### config.mk
export PLATFORM = sky130hd
export DESIGN_NAME = student_fir_i2s_tx_flat
export DESIGN_NICKNAME = d
export VERILOG_FILES = /design/src/rtl/student_fir_i2s_tx_if.sv /design/src/rtl/student_fir_i2s_tx.sv /design/src/flat_wrapper.sv
export SDC_FILE = /design/constraint.sdc
export NUM_CORES = 1
export LEC_CHECK = 0
export BUFFER_PORTS_ARGS = -buffer_cell sky130_fd_sc_hd__buf_2
export CORE_MARGIN = 2
export CORE_UTILIZATION = 60
export CTS_CLUSTER_SIZE = 12
export DETAILED_ROUTE_END_ITERATION = 6
export MAX_ROUTING_LAYER = met4
export PLACE_DENSITY = 0.81
export REMOVE_ABC_BUFFERS = 1
export SLEW_MARGIN = 5
export SYNTH_ARGS = -nofsm -noshare
export SYNTH_HDL_FRONTEND = slang
export SYNTH_SLANG_ARGS = --single-unit
### constraint.sdc
create_clock -name clk_i -period 7.6 [get_ports clk_i]
set_input_delay 0.76 -clock clk_i [delete_from_list [all_inputs] [get_ports clk_i]]
set_output_delay 0.76 -clock clk_i [all_outputs]
set_load 0.02 [all_outputs]
### src/rtl/student_fir_i2s_tx_if.sv
// FIR result bus: a valid strobe and the wide signed accumulator sum.
// master drives valid_strobe_in / y_in; slave (the I2S transmitter) samples them.
interface student_fir_i2s_tx_if #(
  parameter int DATA_SIZE_FIR_OUT = 32
);
  logic                         valid_strobe_in;
  logic [DATA_SIZE_FIR_OUT-1:0] y_in;

  modport master (
    output valid_strobe_in,
    output y_in
  );

  modport slave (
    input valid_strobe_in,
    input y_in
  );
endinterface

### src/rtl/student_fir_i2s_tx.sv
// FIR output to mono I2S: shift + saturate to PCM, FIFO buffer, serialize L=R.
// Ports: clk_i, rst_i (sync, high), fir (slave bus), enable_i, clear_i,
//   i2s_bclk_o/lrclk_o/sd_o, fifo_level_o, overflow_o, underrun_o (sticky).
module student_fir_i2s_tx #(
  parameter int DATA_SIZE_FIR_OUT = 32,
  parameter int DATA_SIZE         = 16,
  parameter int SHIFT             = 15,
  parameter int FIFO_DEPTH        = 4,
  parameter int BCLK_DIV          = 4
) (
  input  logic                             clk_i,
  input  logic                             rst_i,
  student_fir_i2s_tx_if.slave              fir,
  input  logic                             enable_i,
  input  logic                             clear_i,
  output logic                             i2s_bclk_o,
  output logic                             i2s_lrclk_o,
  output logic                             i2s_sd_o,
  output logic [$clog2(FIFO_DEPTH+1)-1:0]  fifo_level_o,
  output logic                             overflow_o,
  output logic                             underrun_o
);

  localparam int LW = $clog2(FIFO_DEPTH + 1);
  localparam int PW = $clog2(FIFO_DEPTH);
  localparam int DW = (BCLK_DIV > 1) ? $clog2(BCLK_DIV) : 1;
  localparam int CW = $clog2(2 * DATA_SIZE);
  localparam int IW = $clog2(DATA_SIZE);

  localparam logic signed [DATA_SIZE_FIR_OUT-1:0] SAT_HI =
    DATA_SIZE_FIR_OUT'((1 << (DATA_SIZE - 1)) - 1);
  localparam logic signed [DATA_SIZE_FIR_OUT-1:0] SAT_LO = ~SAT_HI;
  localparam logic [CW-1:0] CNT_LAST = CW'(2 * DATA_SIZE - 1);
  localparam logic [DW-1:0] DIV_LAST = DW'(BCLK_DIV - 1);

  logic                 prev_q, prev_d;
  logic [DATA_SIZE-1:0] mem_q [FIFO_DEPTH];
  logic [PW-1:0]        wr_ptr_q, wr_ptr_d;
  logic [PW-1:0]        rd_ptr_q, rd_ptr_d;
  logic [LW-1:0]        level_q, level_d;
  logic [DW-1:0]        div_q, div_d;
  logic                 bclk_q, bclk_d;
  logic [CW-1:0]        cnt_q, cnt_d;
  logic                 lrclk_q, lrclk_d;
  logic                 sd_q, sd_d;
  logic [DATA_SIZE-1:0] word_q, word_d;
  logic                 ovf_q, ovf_d;
  logic                 udr_q, udr_d;

  logic signed [DATA_SIZE_FIR_OUT-1:0] t_s;
  logic [DATA_SIZE-1:0] pcm;
  logic                 push_ev, push, pop;
  logic                 div_end, fall;
  logic                 ovf_set, udr_set;
  logic [IW-1:0]        idx;

  // Rescale the FIR sum to PCM
  always_comb begin
    t_s = $signed(fir.y_in) >>> SHIFT;
    pcm = t_s[DATA_SIZE-1:0];
    if (t_s > SAT_HI) begin
      pcm = {1'b0, {(DATA_SIZE-1){1'b1}}};
    end else if (t_s < SAT_LO) begin
      pcm = {1'b1, {(DATA_SIZE-1){1'b0}}};
    end
  end

  // Serializer: divider, bit counter, word load and bit select
  always_comb begin
    div_d   = div_q;
    bclk_d  = bclk_q;
    cnt_d   = cnt_q;
    lrclk_d = lrclk_q;
    sd_d    = sd_q;
    word_d  = word_q;
    pop     = 1'b0;
    udr_set = 1'b0;
    idx     = '0;
    div_end = (div_q == DIV_LAST);
    fall    = enable_i & div_end & bclk_q;
    if (!enable_i) begin
      div_d   = '0;
      bclk_d  = 1'b0;
      cnt_d   = '0;
      lrclk_d = 1'b0;
      sd_d    = 1'b0;
      word_d  = '0;
    end else begin
      div_d = div_end ? '0 : div_q + 1'b1;
      if (div_end) begin
        bclk_d = ~bclk_q;
      end
      if (fall) begin
        cnt_d = (cnt_q == CNT_LAST) ? '0 : cnt_q + 1'b1;
        // Leaving bit 0: the word register has just shifted out its last
        // right-slot bit, so it is free to take the next FIFO entry.
        if (cnt_q == '0) begin
          if (level_q != '0) begin
            pop    = 1'b1;
            word_d = mem_q[rd_ptr_q];
          end else begin
            word_d  = '0;
            udr_set = 1'b1;
          end
        end
        if (cnt_d == '0) begin
          idx = '0;
        end else if (cnt_d <= CW'(DATA_SIZE)) begin
          idx = IW'(DATA_SIZE - int'(cnt_d));
        end else begin
          idx = IW'(2 * DATA_SIZE - int'(cnt_d));
        end
        lrclk_d = (cnt_d >= CW'(DATA_SIZE));
        sd_d    = word_d[idx];
      end
    end
  end

  // FIFO bookkeeping and sticky flags
  always_comb begin
    prev_d   = fir.valid_strobe_in;
    push_ev  = fir.valid_strobe_in & ~prev_q;
    // A full FIFO still takes the sample when the head leaves this cycle
    push     = push_ev & ((level_q != LW'(FIFO_DEPTH)) | pop);
    ovf_set  = push_ev & ~push;
    wr_ptr_d = push ? wr_ptr_q + 1'b1 : wr_ptr_q;
    rd_ptr_d = pop ? rd_ptr_q + 1'b1 : rd_ptr_q;
    level_d  = level_q;
    if (push && !pop) begin
      level_d = level_q + 1'b1;
    end else if (pop && !push) begin
      level_d = level_q - 1'b1;
    end
    ovf_d = ovf_set | (ovf_q & ~clear_i);
    udr_d = udr_set | (udr_q & ~clear_i);
  end

  always_ff @(posedge clk_i) begin
    if (rst_i) begin
      prev_q   <= 1'b0;
      wr_ptr_q <= '0;
      rd_ptr_q <= '0;
      level_q  <= '0;
      div_q    <= '0;
      bclk_q   <= 1'b0;
      cnt_q    <= '0;
      lrclk_q  <= 1'b0;
      sd_q     <= 1'b0;
      word_q   <= '0;
      ovf_q    <= 1'b0;
      udr_q    <= 1'b0;
    end else begin
      prev_q   <= prev_d;
      wr_ptr_q <= wr_ptr_d;
      rd_ptr_q <= rd_ptr_d;
      level_q  <= level_d;
      div_q    <= div_d;
      bclk_q   <= bclk_d;
      cnt_q    <= cnt_d;
      lrclk_q  <= lrclk_d;
      sd_q     <= sd_d;
      word_q   <= word_d;
      ovf_q    <= ovf_d;
      udr_q    <= udr_d;
    end
  end

  // Storage needs no reset; the pointers define what is valid
  always_ff @(posedge clk_i) begin
    if (push && !rst_i) begin
      mem_q[wr_ptr_q] <= pcm;
    end
  end

  assign i2s_bclk_o   = bclk_q;
  assign i2s_lrclk_o  = lrclk_q;
  assign i2s_sd_o     = sd_q;
  assign fifo_level_o = level_q;
  assign overflow_o   = ovf_q;
  assign underrun_o   = udr_q;

endmodule

### src/flat_wrapper.sv
// flat-port wrapper written by rule: the top's interface ports become plain ports
module student_fir_i2s_tx_flat 
#(
  parameter int DATA_SIZE_FIR_OUT = 32,
  parameter int DATA_SIZE         = 16,
  parameter int SHIFT             = 15,
  parameter int FIFO_DEPTH        = 4,
  parameter int BCLK_DIV          = 4
)
  (clk_i, rst_i, enable_i, clear_i, i2s_bclk_o, i2s_lrclk_o, i2s_sd_o, fifo_level_o, overflow_o, underrun_o, fir_valid_strobe_in, fir_y_in);
  student_fir_i2s_tx_if #(.DATA_SIZE_FIR_OUT(DATA_SIZE_FIR_OUT)) fir_i ();
  input  logic clk_i;
  input  logic rst_i;
  input  logic enable_i;
  input  logic clear_i;
  output logic i2s_bclk_o;
  output logic i2s_lrclk_o;
  output logic i2s_sd_o;
  output logic [$clog2(FIFO_DEPTH+1)-1:0] fifo_level_o;
  output logic overflow_o;
  output logic underrun_o;
  input wire logic [$bits(fir_i.valid_strobe_in)-1:0] fir_valid_strobe_in;
  input wire logic [$bits(fir_i.y_in)-1:0] fir_y_in;
  assign fir_i.valid_strobe_in = fir_valid_strobe_in;
  assign fir_i.y_in = fir_y_in;
  student_fir_i2s_tx #(.DATA_SIZE_FIR_OUT(DATA_SIZE_FIR_OUT), .DATA_SIZE(DATA_SIZE), .SHIFT(SHIFT), .FIFO_DEPTH(FIFO_DEPTH), .BCLK_DIV(BCLK_DIV)) u_core (.clk_i(clk_i), .rst_i(rst_i), .fir(fir_i), .enable_i(enable_i), .clear_i(clear_i), .i2s_bclk_o(i2s_bclk_o), .i2s_lrclk_o(i2s_lrclk_o), .i2s_sd_o(i2s_sd_o), .fifo_level_o(fifo_level_o), .overflow_o(overflow_o), .underrun_o(underrun_o));
endmodule
== Word level (Yosys, flattened, before mapping) ==
Memories as Yosys holds them, arrays and structs flattened. A register that Yosys moved wholly into a read port is not among the register bits.
Cells that the tools add are included.

* Bits in registers: 36
* RAM bits: 64
* Bits of input ports: 37
* Output and inout bits: 8
* Word-level logic and storage cells: 83
* Memories: 1

{| class="wikitable"
|+ Memories
! memory !! words !! bits a word !! read ports !! clocked after Yosys merged registers in !! wr ports !! RTL line !! RTL
|-
| u_core.mem_q || 4 || 16 || 1 || 1 || 1 || student_fir_i2s_tx.sv:37 || <nowiki>logic [DATA_SIZE-1:0] mem_q [FIFO_DEPTH];</nowiki>
|}

* Add/subtract/negate cells: 8
* Magnitude comparators: 5
* Equal/unequal tests: 3
* Mux-type cells: 27
* Bitwise logic cells: 15
* Reductions and logical operators: 12

{| class="wikitable"
|+ Operators with widths
! cell !! number
|-
| 16-bit two-way mux || 6
|-
| 17-bit by 16-bit > comparator with 1-bit output (second input constant) || 1
|-
| 17-bit by 16-bit less-than comparator with 1-bit output (second input constant) || 1
|-
| 4-bit two-way mux || 4
|-
| 1-bit two-way mux || 11
|-
| 5-bit logical NOT || 2
|-
| 1-bit by 4-bit subtractor with 4-bit output (first input constant) || 2
|-
| 1-bit bitwise AND || 7
|-
| 2-bit by 1-bit adder with 2-bit output (second input constant) || 3
|-
| 3-bit two-way mux || 2
|-
| 5-bit by 1-bit adder with 5-bit output (second input constant) || 1
|-
| 5-bit == test (second input constant) || 1
|-
| 5-bit greater-or-equal comparator (second input constant) || 1
|-
| 5-bit less-or-equal comparator (second input constant) || 1
|-
| 4-bit by 5-bit less-than comparator with 1-bit output (second input constant) || 1
|-
| 5-bit two-way mux || 1
|-
| 1-bit inverter || 5
|-
| 1-bit binary-select mux with 4-bit select || 1
|-
| 2-bit two-way mux || 2
|-
| 3-bit by 1-bit adder with 3-bit output (second input constant) || 1
|-
| 1-bit logical AND || 3
|-
| 1-bit logical NOT || 3
|-
| 3-bit inequality test (second input constant) || 1
|-
| 1-bit OR || 3
|-
| other kinds (6) || 6
|}

== Depth between registers and ports, before layout ==
* Depth after elaboration: 11
* Mapped depth: 14
* Gate-level depth less buffers: 12

== Worst setup path after synthesis ==
No wires, ideal clock.

* Kind: reg2reg
* Start: reg u_core.cnt_q[0]
* End: reg u_core.level_q[2] (netlist: u_core.fifo_level_o[2])
* Library setup time: 70 ps
* Data arrival time: 3147 ps
* Data required time: 7530 ps
* Slack: 4383 ps
* Stages on the path, launching flop included: 15
* Clock period less this slack: 3217 ps
* Cell sequence: dfxtp_1 clkbuf_1 inv_1 ha_1 or4b_4 buf_6 nor2_4 nand2_2 a311oi_4 ha_1 inv_1 fa_1 xor2_1 or3_1 a21oi_1

* Longest elaborated chain between the ends: 9

{| class="wikitable"
|+ RTL lines
! item !! RTL line !! RTL
|-
| from (decl) || student_fir_i2s_tx.sv:43 || <nowiki>logic [CW-1:0] cnt_q, cnt_d;</nowiki>
|-
| from (signal assigned) || student_fir_i2s_tx.sv:159 || <nowiki>cnt_q <= cnt_d;</nowiki>
|-
| 5-bit logical NOT (*) || student_fir_i2s_tx.sv:97 || <nowiki>if (cnt_q == '0) begin</nowiki>
|-
| 1-bit two-way mux (*) || student_fir_i2s_tx.sv:97 ||
|-
| 1-bit two-way mux (*) || student_fir_i2s_tx.sv:93 || <nowiki>if (fall) begin</nowiki>
|-
| 1-bit two-way mux (*) || student_fir_i2s_tx.sv:81 || <nowiki>if (!enable_i) begin</nowiki>
|-
| 1-bit OR || student_fir_i2s_tx.sv:124 || <nowiki>push = push_ev & ((level_q != LW'(FIFO_DEPTH)) | pop);</nowiki>
|-
| 1-bit bitwise AND || student_fir_i2s_tx.sv:124 ||
|-
| 1-bit logical NOT || student_fir_i2s_tx.sv:131 || <nowiki>end else if (pop && !push) begin</nowiki>
|-
| 1-bit logical AND || student_fir_i2s_tx.sv:131 ||
|-
| 2-bit nonzero test (no source line) || - ||
|-
| to (signal assigned) || student_fir_i2s_tx.sv:156 || <nowiki>level_q <= level_d;</nowiki>
|-
| to (decl) || student_fir_i2s_tx.sv:40 || <nowiki>logic [LW-1:0] level_q, level_d;</nowiki>
|}

Mark *: on every way between the ends. The rest lies on a longest branch, timed or not.
A chain may end at the register's enable or synchronous reset.

== Final worst setup path ==
Same ends and word-level chain as after synthesis.

==> results.cfg <==
[worst_setup_path]
criticalPathCategory = reg -> reg
cp-start-kind = flip-flop
crit_fanout = 13
slowest_stage = or4b_4
path_delay_family = simple AND/OR/NAND/NOR gates
path_buf_inv = 2
crit_path_cell_trace = inv_1 > ha_1 > or4b_4 > nor2_4 > nand2_2 > a311oi_4 > ha_1 > inv_1 > fa_1 > xor2_1 > or3_1 > a21oi_1
worstPathArrival_ns = 3.72
cp_data_required_time_ns = 7.91
max_stage_delay_ns = 0.55
crit_path_end_kind = flip-flop

[floorplan]
dieArea_mm2 = 0.008262
core_area_mm2 = 0.007292
die_y_um = 90.90
initial_core_util_pct = 62.13
io_pins = 45
row_count = 31
die_x_um = 90.90

[clock_network]
cts_buffers = 9
cts_buffer_depth = 2
cts_setup_buffers = 0
clock-sinks = 101
postCtsHoldBufs = 0
cts_tree = done
clk_latency_ns = 0.37
clockRootBuffer = clkbuf_8
clk_pin_slew_ns = 0.10
h-tree-depth = 3
cts_resized = 0

[routing]
wl_per_cell_um = 16.65
dr.pass1.iters = 4
routed_wl_mm = 8.242
viasPerCell = 5.917
remaining_drc_errors = 0
antenna_left = 0
vias = 2929
initialDrtViolationCount = 285

[global_routing]
grt_max_degree = 31
grt_pass1_wl_mm = 13.59
grt_overflow_total = 0
antenna_found_initial = 0
first_global_vias = 2794
grt_use_total_pct = 21.74

[timing]
fin_crit_ns = 3.418
hold_violations = 0
min_period_over_period_pct = 44.97
clock_skew_ns = 0.006332
relSlewSlack_pct = 37.03
finalMaxSlewViolations = 0
tns_ns = 0
fin_ws_ns = 4.182
rsz0062_at_grt = no
fmax_mhz = 292.6
worst_slew_pin_slew_ns = 0.9445
setup_violations = 0

[cells_and_area]
drive_gt1_share_pct = 18.43
antenna_cells = 0
fin_nets = 438
area_delta_synth_final_pct = 7.788
final_cell_area_mm2 = 0.004883

[synthesis]
ys_ff_latch = 101
seq_area_frac_synth_pct = 58.77
ys.warnings.count = 0
yosysUniqueCellTypes = 54
synth_cells = 373
synth_edf_count = 64
yosys-top-cells-area = edfxtp_1 (42%), dfxtp_1 (16%), mux4_2 (7.5%)
syn_avg_cell_area_um2 = 12.15
yosys.area.top_type = edfxtp_1
synth.most_common_cell = edfxtp_1
synth_top_area_share_pct = 42.42
yosys_most_used_dff = edfxtp_1
async_flop_share_pct = 0
synth_commonest_cells = edfxtp_1 (64), nor2_1 (52), dfxtp_1 (37), nand2_1 (30), a22oi_1 (18)
synth_area_mm2 = 0.004531

[power]
netSwitchingPower_uw = 254.1
switching_share_pct = 25.23
irDropWorstVdd_uv = 116.4
pwr-share-comb_pct = 8.4
power_density_mw_per_mm2 = 206.3
p_leak_uw = 0.001646
intPower_uw = 753.3
p_seq_share_pct = 60.6
pwr-share-clk_pct = 31.0

[placed_design]
io_buffer_count = 29
gp_congestion = 0.8660
place_area_mm2 = 0.004702
pre_cts_slack_ns = 4.198
dpl.hpwl_mm = 5.450

[run_status]
status = finished, final reports clean

[flow_run]
maxCapViolCount = 0

[hold_path]
hold_class = reg -> reg
-- layout by cell type (no fill, tap or decap), types with 2 or more instances in the layout --
cell type	synthesis	final
nand2_2	2	2
ha_1	9	9
a221o_1	3	3
xnor2_1	2	2
and4_1	2	2
o21ai_0	17	17
o22ai_1	2	2
mux2i_1	3	3
mux4_2	15	15
nor2_2	2	2
a21oi_1	13	13
or2_2	2	2
and2_1	5	5
nor4b_1	2	2
edfxtp_1	64	64
buf_2	3	29
o211ai_1	3	3
and3_1	3	3
nor3_1	6	6
or3_1	2	2
a311oi_1	4	4
clkinv_4	0	2
nor3b_1	3	3
nand2b_1	7	7
nand4_1	3	3
inv_6	0	2
nand2_1	30	30
mux2_2	2	2
clkbuf_8	0	9
a211oi_1	2	2
dfxtp_1	37	37
nor2_1	52	52
inv_1	8	8
a22oi_1	18	18
nand3_1	3	3
xor2_1	5	5
a41oi_1	2	2
clkinvlp_4	0	3
-- layout make-up --
cell class,instances,area (µm²)
repair buffers,30,152.6
flip-flops and latches,101,2663
fillers,556,2409
clock inverters,7,57.56
well taps,99,123.9
multi-input cells,241,1733
inverters,8,30.03
clock buffers,9,123.9
-- power by group through the flow --
stage | sequential (µW) | clock [µW] | combinational [µW]
2_1_floorplan | 624 | 0 | 51.0
3_3_place_gp | 621 | 0 | 79.4
3_5_place_dp | 623 | 0 | 84.0
4_1_cts | 610 | 313 | 84.5
5_1_grt | 613 | 339 | 94.6
6_report | 610 | 313 | 84.7
-- state kept, by name, indices dropped and copies added (netlist names), 2 cells and up, named ones only --
signal and cells:
u_core.mem_q 64, u_core.word_q 16, u_core.cnt_q 4, u_core.fifo_level_o 3, u_core.div_q 2, u_core.rd_ptr_q 2, u_core.wr_ptr_q 2
-- stage by stage --
stage	hold slack [ns]	std cells	utilization (%)	total power, µW
after floorplan	0.4043	350	-	675.0
after global placement	0.4118	479	64.48	700.6
after detailed placement	0.4190	479	64.48	706.9
after CTS	0.4322	495	66.97	1008
after global routing	0.4582	495	66.97	1046
final	0.4280	495	66.97	1007
-- final timing paths --
check | start | end | slack, ns | cells past startpoint
max reg2reg | u_core.cnt_q[0] | u_core.fifo_level_o[2] | 4.18 | 12
min reg2reg | u_core.div_q[0] | u_core.div_q[0] | 0.43 | 1
max | u_core.cnt_q[0] | u_core.fifo_level_o[2] | 4.18 | 12
min | u_core.div_q[0] | u_core.div_q[0] | 0.43 | 1
-- worst register-to-register path, stage by stage (launching register included) --
cell,delay (ns)
dfxtp_1,0.46
inv_1,0.19
ha_1,0.19
or4b_4,0.55
nor2_4,0.16
nand2_2,0.10
a311oi_4,0.41
ha_1,0.25
inv_1,0.06
fa_1,0.38
xor2_1,0.17
or3_1,0.30
a21oi_1,0.15
-- routing by layer --
layer / share of wire (%) / up-vias / global-route usage, % / routed length [µm]
met5: 0 / - / - / 0
met4: 1.4 / 0 / 7.197 / 113
met3: 3.8 / 12 / 3.673 / 317
met2: 49 / 72 / 35.45 / 4079
met1: 45 / 1421 / 28.08 / 3732
li1: - / 1424 / - / -
-- cell families after synthesis --
| family | count (synthesis) | synth area share, % |
|---|---|---|
| DFF | 101 | 58.77 |
| muxes | 20 | 8.616 |
| and+or+nand+nor | 129 | 13.67 |
| AOI/OAI and AO/OA | 75 | 11.68 |
| xor gates and xnor gates | 7 | 1.353 |
| buffers and inverters | 31 | 2.982 |
| adders and majority gates | 10 | 2.927 |
No activity file was read; power rests on OpenSTA's default activity.
